--- config.mk ---
export PLATFORM = sky130hd
export DESIGN_NAME = leaf_stream_fifo
export DESIGN_NICKNAME = d
export VERILOG_FILES = /design/src/rtl/leaf_stream_fifo.sv
export SDC_FILE = /design/constraint.sdc
export NUM_CORES = 1
export LEC_CHECK = 0
export CELL_PAD_IN_SITES_DETAIL_PLACEMENT = 1
export CELL_PAD_IN_SITES_GLOBAL_PLACEMENT = 1
export CORE_MARGIN = 2
export CORE_UTILIZATION = 33
export CTS_BUF_LIST = sky130_fd_sc_hd__clkbuf_16
export DETAILED_ROUTE_END_ITERATION = 8
export GPL_ROUTABILITY_DRIVEN = 1
export MAX_ROUTING_LAYER = met4
export PLACE_DENSITY = 0.74
export REMOVE_ABC_BUFFERS = 1
export SYNTH_ARGS = -nofsm -noshare
export SYNTH_HDL_FRONTEND = slang
export SYNTH_SLANG_ARGS = --single-unit
--- constraint.sdc ---
create_clock -name clk -period 3.1 [get_ports clk]
set_input_delay 0.31 -clock clk [delete_from_list [all_inputs] [get_ports clk]]
set_output_delay 0.31 -clock clk [all_outputs]
set_load 0.02 [all_outputs]
--- src/rtl/leaf_stream_fifo.sv ---
// Single-clock stream FIFO with registered-count flow control.
// Ready/valid are derived only from the stored count, so out_ready never reaches in_ready combinationally.
module leaf_stream_fifo #(
  parameter int WIDTH = 8,
  parameter int DEPTH = 4
) (
  input  logic                     clk,
  input  logic                     rst,
  input  logic                     in_valid,
  input  logic [WIDTH-1:0]         in_data,
  output logic                     in_ready,
  output logic                     out_valid,
  output logic [WIDTH-1:0]         out_data,
  input  logic                     out_ready,
  output logic [$clog2(DEPTH):0]   count,
  output logic [15:0]              xfer_cnt
);

  localparam int AW = $clog2(DEPTH);
  localparam int CW = AW + 1;
  localparam logic [CW-1:0] FULL_CNT = CW'(DEPTH);

  logic [WIDTH-1:0] mem [DEPTH];
  logic [AW-1:0]    wr_ptr, rd_ptr;
  logic             push, pop;

  assign in_ready  = (count != FULL_CNT);
  assign out_valid = (count != '0);
  assign out_data  = mem[rd_ptr];
  assign push      = in_valid && in_ready;
  assign pop       = out_valid && out_ready;

  // Power-of-two depth lets the pointers wrap by natural overflow.
  always_ff @(posedge clk) begin
    if (rst) begin
      wr_ptr   <= '0;
      rd_ptr   <= '0;
      count    <= '0;
      xfer_cnt <= '0;
    end else begin
      if (push) wr_ptr <= wr_ptr + 1'b1;
      if (pop) begin
        rd_ptr   <= rd_ptr + 1'b1;
        xfer_cnt <= xfer_cnt + 16'd1;
      end
      case ({push, pop})
        2'b10:   count <= count + 1'b1;
        2'b01:   count <= count - 1'b1;
        default: count <= count;
      endcase
    end
  end

  // Storage is deliberately left out of reset.
  always_ff @(posedge clk) begin
    if (push && !rst) mem[wr_ptr] <= in_data;
  end

endmodule

==> impl_metrics.tcl <==
set metrics [dict create \
    globalRoute.totalOverflow 0 \
    run_status "completed" \
    grt_antenna_before_repair 0 \
    viasPerCell 4.708 \
    wl_met1_microns 2103 \
    netlist-cell-type-count 32 \
    clk_pin_slew_ps 50 \
    power.internal_mw 1.948 \
    sw_frac_of_total_pct 26.00 \
    post_synth.cell_area_avg_sq_um 13.68 \
    layout-area-overhead-vs-synth_pct 35.29 \
    num_vias 1497 \
    async_reset_ff_share_pct 0 \
    postSynthRegisterBits 57 \
    cap_violations 0 \
    clk-insertion-delay-late_ps 320 \
    p_leak_nw 1.074 \
    cts_buffers 9 \
    start_util_pct 34.25 \
    area.sequential_sq_um 1461 \
    nFillCells 717 \
    mostFrequentLayoutCell "sky130_fd_sc_hd__clkdlybuf4s50_1" \
    multi_input_area_sq_um 818.3 \
    finish.cell_count_without_fillers 318 \
    finalCoreUtilization_pct 46.34 \
    grt_setup_unrepaired "no" \
    clk_path_buf_depth 2 \
    postSynthCellCount 171 \
    die-width_microns 88.20 \
    pin_count_of_the_biggest_net_entering_global_routing 25 \
    cts_post_setup_buffers_inserted 0 \
    place_ws_ps 616.7 \
    number_of_detailed_routing_iterations_run_before_antenna_repair 4 \
    timing.hold.worst.class "reg2reg" \
    crit_path_start_kind "flip-flop" \
    ctsHoldBuffers 0 \
    timing.critical_path.to_type "flip-flop" \
    clock_network_power_share_pct 41.7 \
    cts_resized 0 \
    dp.cells 302 \
    min_from "xfer_cnt[15]" \
    n_antenna_cell 0 \
    fin_worst_skew_ps 9.012 \
    std_cell_rows 30 \
    crit_type "reg2reg" \
    final.period_utilization_pct 78.54 \
    core-area_sq_um 6832 \
    proportion_of_power_drawn_by_flip_flops_and_latches_pct 36.4 \
    vdd_drop_max_mv 0.4575 \
    commonest_register_cell_after_synthesis "sky130_fd_sc_hd__edfxtp_1" \
    top_layer "met4" \
    power_density_nw_per_um2 831.5 \
    worst_setup_path_startpoint "count[2]" \
    slew_viol_final 0 \
    total_switching_power_mw 0.6843 \
    cts_htree_levels 3 \
    timing.critical_path.fanout_max 8 \
    wl_met3_microns 215 \
    route.final.wire_length_microns 4538 \
    fp.dieArea_sq_um 7779 \
    grt.total_usage_pct 13.22 \
    routed_wire_length_per_instance_microns 14.27 \
    place_hpwl_microns 3105 \
    post-route-drc-count 0 \
    fmax_achieved_mhz 410.7 \
    comb_power_share_pct 21.9 \
    detailedRoute.firstIterationViolations 56 \
    place.gp.congestion 0.7319 \
    relSlewSlack_pct 47.45 \
    numPortBuffers 40 \
    met2RoutedLength_microns 2141 \
    die-height_microns 88.20 \
    finalHoldViolCount 0 \
    first_global_vias 1514 \
    synth_seq_area_share_pct 62.46 \
    critPathArrivalTime_ps 2690 \
    grt_first_pass_wirelength_microns 7327 \
    postRouteAntennaNets 0 \
    clkSinkCount 57 \
    share_of_cells_above_drive_strength_1_pct 13.51 \
    tritoncts "built" \
    syn_area_sq_um 2340 \
    r2r-start "count[2]" \
    boundaryPins 41 \
    synth-edff-count 32 \
    required_time_at_the_endpoint_of_the_critical_path_ps 3350 \
    setup_ws_ps 665.4 \
    timing_worst_slew_pin_value_ps 778.4 \
    layout.cells.most_common_list "sky130_fd_sc_hd__clkdlybuf4s50_1, sky130_fd_sc_hd__edfxtp_1, sky130_fd_sc_hd__dfxtp_1" \
    final.min_clock_period_ps 2435 \
    final-setup-viol-count 0 \
    synth_warnings 0 \
    layout.nets 236 \
    clockRootBuffer "sky130_fd_sc_hd__clkbuf_16" \
    finalSetupTns_ps 0 \
]
final timing paths:
check | to | slack [ps] | cells past startpoint
hold reg to reg | xfer_cnt[15] | 490 | 2
setup / recovery | count[2] | 670 | 8
setup reg to reg | count[2] | 670 | 8
hold / removal | xfer_cnt[15] | 490 | 2
through the flow:
step,power [mW],cell area (sq um),hold WS [ps]
after floorplan,1.311,2302,379.1
after global placement,1.545,2830,465.2
after detailed placement,1.553,2830,481.9
after CTS,2.668,3166,488.4
after global routing,2.754,3166,525.0
final,2.632,3166,485.9
metal layers:
metal	vias up	GRT usage (%)
met5	-	-
met4	0	6.198
met3	6	4.524
met2	32	20.30
met1	728	15.60
li1	731	-
power by group through the flow:
stage / clock network (mW) / logic [mW] / registers [mW]
after global routing: 1.15 / 0.624 / 0.978
after floorplan: 0 / 0.328 / 0.983
after global placement: 0 / 0.573 / 0.973
final: 1.10 / 0.575 / 0.958
after detailed placement: 0 / 0.577 / 0.976
after CTS: 1.12 / 0.584 / 0.963
synthesized netlist by cell type (all sizes together), types with 5 or more instances:
| cell | instances | area, sq um |
|---|---|---|
| xnor2 | 5 | 43.79 |
| nand2 | 6 | 22.52 |
| mux4 | 8 | 180.2 |
| inv | 6 | 22.52 |
| xor2 | 8 | 70.07 |
| and2 | 5 | 31.28 |
| edfxtp | 32 | 960.9 |
| nand3 | 6 | 30.03 |
| ha | 6 | 75.07 |
| a21oi | 10 | 50.05 |
| nor2 | 17 | 63.81 |
| nand4 | 5 | 46.29 |
| dfxtp | 25 | 500.5 |
| or3 | 5 | 35.03 |
worst max-delay path, stage by stage, from the launching register on:
cell and delay, ps:
sky130_fd_sc_hd__dfxtp_1 450, sky130_fd_sc_hd__or3b_2 500, sky130_fd_sc_hd__nand2_1 160, sky130_fd_sc_hd__ha_1 210
sky130_fd_sc_hd__inv_1 60, sky130_fd_sc_hd__fa_1 370, sky130_fd_sc_hd__xor2_1 160, sky130_fd_sc_hd__or3_1 310
sky130_fd_sc_hd__a21oi_1 140
sequential cells by signal, indices dropped and copies added, names as in the netlist, named ones only:
signal,cells
mem,32
wr_ptr,2
count,3
rd_ptr,2
xfer_cnt,16
layout make-up:
class	instances	area share [%]
Clock inverter	7	3.478
Inverter	6	0.7115
Timing Repair Buffer	41	12.89
Tap cell	96	3.794
Multi-Input combinational cell	102	25.85
Clock buffer	9	7.115
Sequential cell	57	46.17
logic make-up after synthesis:
| family | after synthesis | share of synthesized area (%) |
|---|---|---|
| flip-flops | 57 | 62.46 |
| AND/OR/NAND/NOR | 52 | 12.35 |
| AO/OA/AOI/OAI | 21 | 5.562 |
| XOR/XNOR | 13 | 4.866 |
| buffers and inverters | 12 | 2.567 |
| multiplexers | 9 | 8.128 |
| adder cells (fa/ha/maj) | 7 | 4.064 |
No activity file was read; power rests on OpenSTA's default activity.
